<file path="config.mk">
export PLATFORM = sky130hd
export DESIGN_NAME = ram_port_arbiter
export DESIGN_NICKNAME = d
export VERILOG_FILES = /design/src/rtl/ram_port_arbiter.sv
export SDC_FILE = /design/constraint.sdc
export NUM_CORES = 1
export LEC_CHECK = 0
export ABC_CLOCK_PERIOD_IN_PS = 2000
export CAP_MARGIN = 0
export CORE_ASPECT_RATIO = 0.7
export CORE_UTILIZATION = 40
export CTS_BUF_LIST = sky130_fd_sc_hd__clkbuf_8
export DETAILED_ROUTE_END_ITERATION = 6
export PLACE_DENSITY = 0.67
export SLEW_MARGIN = 20
export SYNTH_ARGS = -nofsm -noshare
export SYNTH_HDL_FRONTEND = slang
export SYNTH_SLANG_ARGS = --single-unit
</file>
<file path="constraint.sdc">
create_clock -name clk_sys -period 2 [get_ports clk_sys]
set_clock_uncertainty 0.1 [all_clocks]
set_input_delay 0.2 -clock clk_sys [delete_from_list [all_inputs] [get_ports clk_sys]]
set_output_delay 0.2 -clock clk_sys [all_outputs]
set_load 0.01 [all_outputs]
</file>
<file path="src/rtl/ram_port_arbiter.sv">
// Shares the SDRAM controller's toggle-handshake port between the Oric CPU/video RAM bus
// and a loader byte stream; CPU accesses win ties, one transaction in flight at a time.
module ram_port_arbiter #(
  parameter int AW          = 16,
  parameter int PROTECT_TOP = 1,
  parameter int TIMEOUT     = 63
) (
  input  logic          clk_sys,
  input  logic          res_n,
  input  logic          cpu_cs,
  input  logic          cpu_oe,
  input  logic          cpu_we,
  input  logic [AW-1:0] cpu_addr,
  input  logic [7:0]    cpu_din,
  output logic [7:0]    cpu_dout,
  output logic          cpu_busy,
  input  logic          ld_wr,
  input  logic [AW-1:0] ld_addr,
  input  logic [7:0]    ld_data,
  output logic          ld_busy,
  output logic          ld_ovf,
  output logic          sd_req,
  input  logic          sd_ack,
  output logic [AW-1:0] sd_addr,
  output logic          sd_we,
  output logic [1:0]    sd_ds,
  output logic [15:0]   sd_d,
  input  logic [15:0]   sd_q,
  output logic          arb_err
);

  localparam int CW = $clog2(TIMEOUT + 1);

  typedef enum logic [1:0] {
    ST_IDLE = 2'd0,
    ST_CPU  = 2'd1,
    ST_LD   = 2'd2
  } state_t;

  state_t state, state_next;

  // Handshake: a transaction is issued by inverting sd_req together with the sd_* payload;
  // the controller finishes it by making sd_ack equal to sd_req, sd_q being valid from then.
  // The port is free only while sd_ack == sd_req, so nothing issues during a mismatch.
  logic port_idle;
  assign port_idle = (sd_ack == sd_req);

  logic          cpu_rd, cpu_wr, rd_d, wr_d;
  logic [AW-1:0] addr_d;
  logic          prot_hit, cpu_event;

  assign cpu_rd   = cpu_cs & cpu_oe;
  assign cpu_wr   = cpu_cs & cpu_we;
  assign prot_hit = (PROTECT_TOP != 0) && (cpu_addr[AW-1 -: 2] == 2'b11);
  assign cpu_event = !prot_hit &&
                     ((cpu_rd && !rd_d) || (cpu_wr && !wr_d) ||
                      (cpu_rd && (cpu_addr != addr_d)));

  logic          cpu_pend, pend_we;
  logic [AW-1:0] pend_addr;
  logic [7:0]    pend_din;
  logic [AW-1:0] hold_addr;
  logic [7:0]    hold_data;
  logic [CW-1:0] wait_cnt;

  logic issue_cpu, issue_ld, done;

  assign cpu_busy = cpu_pend | (state == ST_CPU);

  always_ff @(posedge clk_sys or negedge res_n) begin
    if (!res_n) state <= ST_IDLE;
    else        state <= state_next;
  end

  always_comb begin
    state_next = state;
    issue_cpu  = 1'b0;
    issue_ld   = 1'b0;
    done       = 1'b0;
    case (state)
      ST_IDLE: begin
        if (port_idle && cpu_pend) begin
          issue_cpu  = 1'b1;
          state_next = ST_CPU;
        end else if (port_idle && ld_busy) begin
          issue_ld   = 1'b1;
          state_next = ST_LD;
        end
      end
      ST_CPU, ST_LD: begin
        if (port_idle) begin
          done       = 1'b1;
          state_next = ST_IDLE;
        end
      end
      default: state_next = ST_IDLE;
    endcase
  end

  always_ff @(posedge clk_sys or negedge res_n) begin
    if (!res_n) begin
      rd_d      <= 1'b0;
      wr_d      <= 1'b0;
      addr_d    <= '0;
      cpu_pend  <= 1'b0;
      pend_we   <= 1'b0;
      pend_addr <= '0;
      pend_din  <= '0;
      ld_busy   <= 1'b0;
      ld_ovf    <= 1'b0;
      hold_addr <= '0;
      hold_data <= '0;
      sd_req    <= 1'b0;
      sd_addr   <= '0;
      sd_we     <= 1'b0;
      sd_ds     <= 2'b00;
      sd_d      <= '0;
      cpu_dout  <= 8'hFF;
      wait_cnt  <= '0;
      arb_err   <= 1'b0;
    end else begin
      rd_d   <= cpu_rd;
      wr_d   <= cpu_wr;
      addr_d <= cpu_addr;

      // A fresh event beats the clear on the issue edge so it is served next.
      if (cpu_event) begin
        cpu_pend  <= 1'b1;
        pend_addr <= cpu_addr;
        pend_we   <= cpu_wr;
        pend_din  <= cpu_din;
      end else if (issue_cpu) begin
        cpu_pend <= 1'b0;
      end

      if (ld_wr && !ld_busy) begin
        ld_busy   <= 1'b1;
        hold_addr <= ld_addr;
        hold_data <= ld_data;
      end else if (done && (state == ST_LD)) begin
        ld_busy <= 1'b0;
      end
      if (ld_wr && ld_busy) ld_ovf <= 1'b1;

      if (issue_cpu) begin
        sd_req  <= ~sd_req;
        sd_addr <= pend_addr;
        sd_we   <= pend_we;
        sd_ds   <= pend_we ? {pend_addr[0], ~pend_addr[0]} : 2'b11;
        sd_d    <= {pend_din, pend_din};
      end else if (issue_ld) begin
        sd_req  <= ~sd_req;
        sd_addr <= hold_addr;
        sd_we   <= 1'b1;
        sd_ds   <= {hold_addr[0], ~hold_addr[0]};
        sd_d    <= {hold_data, hold_data};
      end

      if (cpu_rd && prot_hit) begin
        cpu_dout <= 8'h00;
      end else if (done && (state == ST_CPU) && !sd_we) begin
        cpu_dout <= sd_addr[0] ? sd_q[15:8] : sd_q[7:0];
      end

      // Diagnostic only: the transaction keeps waiting for its ack after the flag is raised.
      if (state == ST_IDLE) begin
        wait_cnt <= '0;
      end else if (!port_idle && (wait_cnt != CW'(TIMEOUT))) begin
        wait_cnt <= wait_cnt + CW'(1);
        if (wait_cnt == CW'(TIMEOUT - 1)) arb_err <= 1'b1;
      end
    end
  end

endmodule
</file>
Yosys cells after proc, flatten, opt, wreduce, memory -nomap -nowiden. Index checks and enable logic that the tools add are counted.

Bits in registers: 123. Bits of input ports: 71. Output and inout port bits: 48. Logic and storage cells: 98.

Add/subtract/negate cells: 1. Equal/unequal tests: 9. Multiplexer cells: 31. Bitwise logic cells: 7. Reductions and logical operators: 30.

Operators with widths (number): $mux W16 (4); $mux W8 (3); $ne A16 B16 Y1 (1); $mux W1 (15); $logic_and A1 B1 Y1 (13); $mux W2 (6); $mux W6 (2); $reduce_bool A2 Y1 (5); $add A6 B1 Y6 const B (1); $eq A6 B6 Y1 const B (1); $logic_not A1 Y1 (6); $ne A6 B6 Y1 const B (1); $eq A2 B2 Y1 const B (2); $not A1 Y1 (4); $pmux W2 S2 (1); $ne A3 B3 Y1 const B (1); $reduce_and A3 Y1 (1); $and A1 B1 Y1 (2); $eq A2 B1 Y1 const B (1); $logic_not A2 Y1 (1); $logic_or A1 B1 Y1 (2); $ne A2 B2 Y1 const B (1); $reduce_and A2 Y1 (1); $reduce_or A2 Y1 (1); other kinds (2) (2).

Longest topological paths before layout. Gate-level depths: netlist of run 1.

Depth after elaboration: 7. Gate-level depth with buffers: 8. Mapped depth without buffers: 6.

Worst setup path after synthesis of run 1. OpenSTA, ideal clock, no wires.

Kind: register -> register. From: register state[1]. To: register sd_ds[0]. Setup time: 0.135 ns. Data arrival time: 1.623 ns. Required time: 1.765 ns. Slack: 0.142 ns. Cell stages (with the launch flop): 9. Buffers on the path: 3. Clock period less this slack: 1.858 ns. Cell sequence: dfrtp_1 -> inv_1 -> ha_1 -> clkbuf_1 -> nand3_1 -> buf_4 -> buf_4 -> a211oi_1 -> a31oi_1.

Cells in the longest elaborated chain, start to end: 3. Elaborated cells on any way between the ends: 5. Those cells by class: mux (3); reduce/logical (2).

RTL lines: from (decl) (RTL line 40) `state_t state, state_next;`; from (signal assigned) (RTL line 72) `else state <= state_next;`; $logic_not A2 Y1 (*) (RTL line 80) `case (state)`; $mux W1 (RTL line 80); $mux W2 / $reduce_bool A2 Y1 (equally long branches); to (signal assigned) (RTL line 149) `sd_ds <= pend_we ? {pend_addr[0], ~pend_addr[0]} : 2'b11;`; to (signal assigned) (RTL line 155) `sd_ds <= {hold_addr[0], ~hold_addr[0]};`; to (decl) (RTL line 26) `output logic [1:0] sd_ds,`.

Mark *: on every way between the ends. The rest lies on a longest branch, timed or not. A chain may end at the register's enable or synchronous reset.

Final worst setup path of run 1.
From: register addr_d[0]. To: register pend_addr[2].

Cells in the longest elaborated chain, start to end: 4.

RTL lines: from (decl) (RTL line 49) `logic [AW-1:0] addr_d;`; from (signal assigned) (RTL line 124) `addr_d <= cpu_addr;`; $ne A16 B16 Y1 (RTL line 57) `(cpu_rd && (cpu_addr != addr_d)));`; $logic_and A1 B1 Y1 (RTL line 57); $logic_or A1 B1 Y1 (RTL line 56) `((cpu_rd && !rd_d) || (cpu_wr && !wr_d) ||`; $logic_and A1 B1 Y1 (RTL line 55) `assign cpu_event = !prot_hit &&`; to (signal assigned) (RTL line 129) `pend_addr <= cpu_addr;`; to (decl) (RTL line 60) `logic [AW-1:0] pend_addr;`.

No other way between the ends.

==> flow_metrics.tcl, run 1 <==
set metrics [dict create \
    status "complete, no violations" \
    yosysWarnings 0 \
    numCtsBuffers 17 \
    fillers 955 \
    fp.dieW_um 135 \
    final.min_clock_period_ns 1.90 \
    wl_per_cell_um 16.1 \
    dp_hpwl_um 7900 \
    htreeDepth 4 \
    end_kind "flop" \
    cp_max_fo 15 \
    critPathRequiredTime_ns 2.21 \
    crit_path_start_kind "flop" \
    setup_viol 0 \
    die_area_mm2 0.0128 \
    cts.sinks 115 \
    r2r-start "addr_d[0]" \
    p_leak_nw 3.03 \
    synth_area_leaders "dfrtp_1 (54%), mux2i_1 (6.9%), mux2_2 (6.8%)" \
    maxSlewHeadroom 0.655 \
    synthTopCellsByCount "dfrtp_1 (107), mux2i_1 (34), mux2_2 (30)" \
    place_ws_ns -0.228 \
    crit_slowest_cell "dfrtp_1" \
    netlist-cell-type-count 40 \
    maxSlewViolCount 0 \
    diodes 0 \
    synth_area_mm2 0.00494 \
    gr-total-overflow 0 \
    crit_family "simple AND/OR/NAND/NOR gates" \
    timing.fmax_mhz 526 \
    critPathKind "flop to flop" \
    place.gp.congestion 0.765 \
    grt_antenna_before_repair 0 \
    met1_length_um 5380 \
    grt_pass1_vias 3515 \
    power_mw 9.58 \
    synthCells 373 \
    rsz0062_at_grt "yes" \
    grt_max_degree 49 \
    ys_seq_area_frac 0.585 \
    vias_per_cell 4.79 \
    clockBufferDepth 2 \
    fin_nets 595 \
    wl_met2_um 4940 \
    clock_latency_ns 0.42 \
    portBuffers 118 \
    syn_avg_cell_area_um2 13.2 \
    core_mm2 0.0119 \
    root_buffer "clkbuf_8" \
    ios 119 \
    hold_slack_ns 0.186 \
    synth.most_common_cell "dfrtp_1" \
    cts_tree "built" \
    worstMarginPinSlew_ns 0.517 \
    synth-edff-count 0 \
    min_period_over_period 0.951 \
    row_count 33 \
    area.growth.synth_to_final_pct 39.6 \
    max-cap-violations 0 \
    grt_first_pass_wirelength_um 18100 \
    vias 3303 \
    cts.clk_slew.worst_paths_ns 0.08 \
    first_iter_violations 104 \
    synth_area_leader_cell "dfrtp_1" \
    power_density_mw_per_mm2 1390 \
    setup_slack_ns 0.0976 \
    worstPathCellList "xnor2_1 -> nand4_1 -> nor3_2 -> a41oi_4 -> buf_12 -> mux2_4" \
    drt-pass1-iter-count 4 \
    yosys_register_bits 115 \
    grt.total_usage 0.190 \
    ir_drop_mv 0.656 \
    drive_gt1_frac 0.250 \
    critPathMaxStageDelay_ns 0.38 \
    drc 0 \
    routed.top_layer "met4" \
    hp-class "input pin to asynchronous set/reset pin" \
    routed-wl-met3_um 701 \
    synth_top_area_frac 0.542 \
    cp_num_buf_inv 1 \
    die_h_um 95.0 \
    r2r_setup_slack_ns 0.1 \
    start_util 0.417 \
    final-hold-violation-count 0 \
    synth-async-reset-ratio 1.00 \
    reg2regPathDepth 6 \
    synth-main-ff-cell "dfrtp_1" \
    syn_nets 449 \
    wirelength_um 11100 \
    regToRegEndpoint "pend_addr[2]" \
    drtAntennaViolNets 0 \
    worstPathArrival_ns 2.11 \
]
==> metal layers <==
| metal | vias to the layer above | GRT usage |
|---|---|---|
| li1 | 1589 | - |
| met1 | 1623 | 0.249 |
| met2 | 85 | 0.291 |
| met3 | 6 | 0.0741 |
| met4 | 0 | 0.0590 |
| met5 | - | 0 |
==> stage by stage <==
stage	cells	instance area, µm²	util	TNS, ns
detailed placement	655	6490	0.548	-5.37
floorplan	373	4940	-	0
CTS	689	6900	0.582	0
global placement	655	6490	0.548	-4.52
finish	689	6900	0.582	0
global route	689	6900	0.582	-0.000829
==> placed cells by master (no fill, tap or decap), types with 2 or more instances in the layout <==
cell type | netlist | routed
clkdlybuf4s50_1 | 0 | 116
dfrtp_1 | 107 | 107
mux2i_1 | 34 | 34
mux2_2 | 30 | 30
nand2_1 | 29 | 29
buf_4 | 11 | 29
o21ai_0 | 26 | 26
mux2_4 | 19 | 19
clkbuf_8 | 0 | 17
nor2_1 | 15 | 15
xnor2_1 | 13 | 13
xor2_1 | 9 | 9
a211oi_1 | 9 | 9
dfstp_2 | 8 | 8
clkinvlp_4 | 0 | 7
inv_1 | 6 | 6
a21oi_1 | 6 | 6
buf_12 | 0 | 6
ha_1 | 5 | 5
inv_6 | 0 | 4
nand4_1 | 3 | 3
and3_1 | 4 | 3
a21o_1 | 3 | 3
nand3_1 | 3 | 2
bufinv_16 | 0 | 2
clkinv_2 | 0 | 2
==> what timing repair did <==
action                                  4_1_cts  5_1_grt
hold buffers                                  1        0
endpoints found under the setup margin        1        6
resized for setup                             1        1
buffers inserted                              1        0
hold endpoints to repair                     36        0
cloned                                        0        0
pin swaps                                     0        2
==> power by group <==
| part | switching (mW) | internal [mW] |
|---|---|---|
| clock network | 1.02 | 1.11 |
| registers | 0.485 | 3.17 |
| logic | 1.65 | 2.15 |
| total | 3.15 | 6.43 |
==> worst max path at each step <==
stage	start	endpoint	depth (start not counted)
after floorplan	state[1]	sd_ds[0]	8
after global placement	cpu_addr[11]	pend_din[0]	7
after detailed placement	cpu_addr[11]	pend_addr[2]	7
after CTS	state[1]	cpu_busy	4
after global routing	addr_d[11]	pend_addr[2]	6
final	addr_d[0]	pend_addr[2]	6
==> final cells by class <==
type / count / area (µm²) / area share
sequential: 115 / 2890 / 0.419
clock inverter: 15 / 158 / 0.0229
timing repair buffer: 153 / 1520 / 0.220
inverter: 6 / 22.5 / 0.00327
multi-input combinational: 226 / 1880 / 0.273
clock buffer: 17 / 234 / 0.0339
tap: 157 / 196 / 0.0285
==> logic make-up after synthesis <==
| family | after synthesis | synth area share |
|---|---|---|
| DFF | 115 | 0.585 |
| muxes | 83 | 0.195 |
| and+or+nand+nor | 63 | 0.0608 |
| AOI/OAI and AO/OA | 52 | 0.0681 |
| buffers and inverters | 32 | 0.0365 |
| xor gates and xnor gates | 23 | 0.0423 |
| adders and majority gates | 5 | 0.0127 |
==> registers in the layout, indices dropped and copies added, names as in the netlist, 6 cells and up <==
register   count
addr_d        16
hold_addr     16
pend_addr     16
sd_addr       16
cpu_dout       8
hold_data      8
pend_din       8
sd_d           8
wait_cnt       6
Power figures use the tool's default switching activity.
==> inputs of run 2 (changes only) <==
ABC_CLOCK_PERIOD_IN_PS = default   (was 2000)
CTS_CLUSTER_SIZE = 30   (was default)
RECOVER_POWER = 25   (was default)
==> run 2 against run 1 <==
Non-clock buffer count is the same. Die area is the same. First-iteration DRC count grew 2.9%. Core utilization shrank 0.084 points. Flip-flop and latch count is the same. Via count is essentially flat. Final cell count grew 0.29%. Count of clock-buffer cells in the layout is the same.
==> flow_metrics.tcl, run 2 (synthesis gave the netlist of run 1 again) <==
set metrics [dict create \
    critPathKind "flop to flop" \
    dp_hpwl_um 7900 \
    clockBufferDepth 2 \
    rsz0062_at_grt "yes" \
    worstMarginPinSlew_ns 0.975 \
    htreeDepth 4 \
    ir_drop_mv 0.656 \
    reg2regPathDepth 5 \
    cp_max_fo 15 \
    max-cap-violations 0 \
    fillers 960 \
    end_kind "flop" \
    grt_max_degree 49 \
    portBuffers 118 \
    core_mm2 0.0119 \
    critPathRequiredTime_ns 2.21 \
    min_to "addr_d[11]" \
    grt_first_pass_wirelength_um 18100 \
    worstPathCellList "xor2_1 -> nor4_2 -> a41oi_4 -> buf_12 -> mux2_4" \
    numCtsBuffers 17 \
    place_ws_ns -0.228 \
    root_buffer "clkbuf_8" \
    maxSlewViolCount 0 \
    power_density_mw_per_mm2 1390 \
    cts.sinks 115 \
    final-hold-violation-count 0 \
    multiInputGateArea_mm2 0.00188 \
    drt-pass1-iter-count 4 \
    r2r-start "addr_d[10]" \
    crit_path_start_kind "flop" \
    cts_tree "built" \
    fin_area_mm2 0.00689 \
    hp-start "cpu_addr[11]" \
    critPathMaxStageDelay_ns 0.42 \
    dpl_cell_area_mm2 0.00649 \
    start_util 0.417 \
    status "complete, no violations" \
    clock_latency_ns 0.42 \
    die_area_mm2 0.0128 \
    vias_per_cell 4.78 \
    wl_per_cell_um 16.1 \
    r2r_setup_slack_ns 0.09 \
    setup_tns_ns 0 \
    final.min_clock_period_ns 1.91 \
    grt.total_usage 0.190 \
    ios 119 \
    grt_antenna_before_repair 3 \
    layout_common_cells "dfrtp_1 (107), clkdlybuf4s50_1 (102), mux2i_1 (34)" \
    hp-class "input pin to flop" \
    vias 3306 \
    setup_slack_ns 0.0921 \
    drive_gt1_frac 0.248 \
    seqCellArea_mm2 0.00289 \
    maxSlewHeadroom 0.350 \
    fin_nets 595 \
    final_common_cell "dfrtp_1" \
    p_leak_nw 3.03 \
    die_h_um 95.0 \
    fp.dieW_um 135 \
    drc 0 \
    setup_viol 0 \
    row_count 33 \
    crit_slowest_cell "nor4_2" \
    timing.fmax_mhz 524 \
    grt_pass1_vias 3515 \
    place.gp.congestion 0.765 \
    gr-total-overflow 0 \
    regToRegEndpoint "pend_din[7]" \
    drtAntennaViolNets 0 \
    first_iter_violations 107 \
    cts.clk_slew.worst_paths_ns 0.08 \
    worstPathArrival_ns 2.12 \
    min_period_over_period 0.954 \
    wirelength_um 11100 \
    hold_depth 1 \
    area.growth.synth_to_final_pct 39.4 \
]
run 2: changes by cell type in the layout (fill, tap and decap cells not counted), sizes merged:
| cell | previous run | this run |
|---|---|---|
| buf | 35 | 32 |
| clkbuf | 17 | 20 |
| dlygate4sd3 | 1 | 15 |
| diode | 0 | 2 |
| clkdlybuf4s50 | 116 | 102 |
run 2: layer usage:
| metal | wire, µm | track usage | up-vias |
|---|---|---|---|
| met5 | 13 | 0 | - |
| met4 | 69 | 0.0590 | 2 |
| met3 | 675 | 0.0741 | 8 |
| met2 | 4960 | 0.291 | 83 |
| met1 | 5400 | 0.249 | 1620 |
| li1 | - | - | 1593 |
run 2: worst max-delay path, delay by kind of cell (launching register included):
kind                   cells  cell delay (ns)
AO/OA/AOI/OAI              1             0.20
XOR/XNOR                   1             0.19
buffers and inverters      1             0.20
flip-flops                 1             0.38
multiplexers               1             0.30
AND/OR/NAND/NOR            1             0.42
run 2: final cells by class:
class                      count  area share
antenna                        2    0.000727
clock buffer                  17      0.0340
clock inverter                15      0.0229
inverter                       6     0.00327
multi-input combinational    226       0.273
sequential                   115       0.419
tap                          157      0.0285
timing repair buffer         153       0.218
run 2: stage by stage:
| step | power [mW] | utilization | std cells | hold slack [ns] |
|---|---|---|---|---|
| 2_1_floorplan | 5.77 | - | 373 | -0.196 |
| 3_3_place_gp | 7.39 | 0.548 | 655 | 0.103 |
| 3_5_place_dp | 7.53 | 0.548 | 655 | 0.111 |
| 4_1_cts | 9.70 | 0.582 | 689 | 0.170 |
| 5_1_grt | 10.2 | 0.581 | 690 | 0.175 |
| 6_report | 9.58 | 0.581 | 691 | 0.199 |
run 2: report_power, final:
group	leakage, nW	switching (mW)	internal [mW]
Clock	0.177	1.01	1.11
Sequential	1.37	0.487	3.17
Combinational	1.49	1.65	2.14
run 2: worst max path at each step:
| stage | from | endpoint | slack (ns) | cells past startpoint |
|---|---|---|---|---|
| 5_1_grt | addr_d[11] | pend_addr[2] | -0.001 | 6 |
| 6_report | addr_d[10] | pend_din[7] | 0.09 | 5 |
| 4_1_cts | state[1] | cpu_busy | 0.07 | 4 |
| 3_3_place_gp | cpu_addr[11] | pend_din[0] | -0.19 | 7 |
| 3_5_place_dp | cpu_addr[11] | pend_addr[2] | -0.23 | 7 |
| 2_1_floorplan | state[1] | sd_ds[0] | 0.14 | 8 |
run 2: timing repair:
item,CTS,global route
resized for setup,1,1
buffers inserted,1,0
endpoints found under the setup margin,1,6
cloned,0,0
hold buffers,1,0
pin swaps,0,2
hold endpoints to repair,36,0
==> inputs of run 3 (changes only) <==
CORE_ASPECT_RATIO = default   (was 0.7)
GPL_TIMING_DRIVEN = 0   (was default)
==> run 3 against run 2 <==
Non-clock buffer count is 5 lower. Flip-flop and latch count stayed put. First-iteration DRC count is 6.5% higher. Critical path depth is 1 lower. Maximum frequency is 1.1% higher. Power is 2.9% higher. Combinational power hardly changed.
==> flow_metrics.tcl, run 3 (synthesis gave the netlist of run 1 again) <==
set metrics [dict create \
    status "complete, no violations" \
    regToRegEndpoint "cpu_dout[5]" \
    routed.top_layer "met4" \
    cp_max_fo 3 \
    hp-class "input pin to flop" \
    wirelength_um 10900 \
    die_h_um 113 \
    setup_tns_ns 0 \
    wl_met2_um 5190 \
    vias 3381 \
    numCtsBuffers 17 \
    grt_antenna_before_repair 0 \
    htreeDepth 4 \
    end_kind "output port" \
    multiInputGateArea_mm2 0.00189 \
    r2r_setup_slack_ns 0.14 \
    final.min_clock_period_ns 1.89 \
    seqCellArea_mm2 0.00289 \
    min_period_over_period 0.944 \
    cp_num_buf_inv 2 \
    grt_first_pass_wirelength_um 17600 \
    dp_hpwl_um 7810 \
    fp.dieW_um 113 \
    crit_family "buffers and inverters" \
    place.gp.congestion 0.787 \
    met1_length_um 4960 \
    hold_depth 2 \
    cts.sinks 115 \
    hp-start "ld_addr[8]" \
    grt.total_usage 0.181 \
    power_switching_mw 3.08 \
    worstMarginPinSlew_ns 1.29 \
    pwr-share-clk 0.241 \
    fin_area_mm2 0.00684 \
    die_area_mm2 0.0128 \
    final-hold-violation-count 0 \
    timing.fmax_mhz 530 \
    comb_power_share 0.385 \
    crit_slowest_cell "dfrtp_1" \
    critPathRequiredTime_ns 1.70 \
    core_mm2 0.0120 \
    vias_per_cell 5.02 \
    routed-wl-met3_um 594 \
    crit_path_start_kind "flop" \
    ios 119 \
    setup_viol 0 \
    fin_nets 590 \
    seq_power_share 0.374 \
    p_int_mw 6.77 \
    min_to "hold_addr[8]" \
    first_iter_violations 114 \
    maxSlewViolCount 0 \
    area.growth.synth_to_final_pct 38.5 \
    final_util 0.570 \
    cts_tree "built" \
    clockBufferDepth 2 \
    diodes 0 \
    start_util 0.411 \
    drtAntennaViolNets 0 \
    grt_max_degree 66 \
    dpl_cell_area_mm2 0.00633 \
    worstPathCellList "inv_1 -> ha_1 -> or2_2 -> dlygate4sd2_1" \
    p_leak_nw 3.05 \
    maxSlewHeadroom 0.138 \
    drive_gt1_frac 0.231 \
    reg2regPathDepth 5 \
    critPathKind "flop to output port" \
    cts.clk_slew.worst_paths_ns 0.07 \
    portBuffers 118 \
    row_count 40 \
    wl_per_cell_um 16.1 \
    layout.cells.non_filler 674 \
    critPathMaxStageDelay_ns 0.35 \
    fillers 1039 \
    dp.cells 639 \
    power_density_mw_per_mm2 1440 \
    p_sw_frac 0.313 \
    root_buffer "clkbuf_8" \
    grt_pass1_vias 3460 \
    final_common_cell "dfrtp_1" \
    r2r-start "sd_req" \
    gr-total-overflow 0 \
    ir_drop_mv 0.748 \
    max-cap-violations 0 \
    drc 0 \
    clock_latency_ns 0.42 \
    drt-pass1-iter-count 4 \
    worstPathArrival_ns 1.59 \
    rsz0062_at_grt "no" \
    layout_common_cells "dfrtp_1 (107), clkdlybuf4s50_1 (99), mux2i_1 (34)" \
]
## run 3: cell types whose count changed in the layout (fill, tap and decap cells not counted), moves of 4 or more
| cell | before | now |
|---|---|---|
| buf_6 | 1 | 5 |
| clkbuf_8 | 17 | 21 |
| buf_12 | 5 | 0 |
| inv_6 | 4 | 0 |
| buf_4 | 26 | 11 |
| clkbuf_2 | 1 | 7 |
| clkinvlp_4 | 7 | 1 |
## run 3: through the flow
step,total power [mW],hold WS [ns],setup slack [ns]
2_1_floorplan,5.77,-0.196,0.142
3_3_place_gp,7.33,0.336,-3.76
3_5_place_dp,7.46,0.0728,-0.407
4_1_cts,9.90,0.177,0.000721
5_1_grt,10.5,0.258,0.0221
6_report,9.85,0.284,0.112
## run 3: final cells by class
cell class | instances | area share
multi-input cells | 226 | 0.277
plain buffers | 26 | 0.0263
clock inverters | 11 | 0.0229
well taps | 147 | 0.0269
flip-flops and latches | 115 | 0.422
clock buffers | 21 | 0.0422
repair buffers | 122 | 0.179
inverters | 6 | 0.00329
## run 3: how the worst max path moves through the flow
stage | start | endpoint | slack [ns] | cells past startpoint
4_1_cts | addr_d[2] | pend_we | 0.0007 | 5
5_1_grt | sd_req | cpu_dout[5] | 0.02 | 5
6_report | state[1] | cpu_busy | 0.11 | 4
3_5_place_dp | cpu_addr[15] | pend_addr[10] | -0.41 | 7
3_3_place_gp | res_n | sd_addr[9] | -3.76 | 1
2_1_floorplan | state[1] | sd_ds[0] | 0.14 | 8
## run 3: metal layers
metal  up-vias  track usage
li1       1575            -
met4         0       0.0684
met2       101        0.284
met1      1696        0.241
met5         -            0
met3         9       0.0493
## run 3: timing repair
| action | in CTS | in global routing |
|---|---|---|
| endpoints found under the setup margin | 29 | 65 |
| buffers inserted | 0 | 2 |
| hold buffers | 1 | 0 |
| endpoints found under the hold margin | 50 | 0 |
| pin swaps | 0 | 1 |
| resized for setup | 8 | 9 |
## run 3: power groups by stage
stage	clock (mW)	sequential (mW)	combinational [mW]
2_1_floorplan	0	3.76	2.01
3_3_place_gp	0	3.69	3.64
3_5_place_dp	0	3.72	3.75
4_1_cts	2.44	3.69	3.78
5_1_grt	2.54	3.79	4.13
6_report	2.38	3.69	3.79
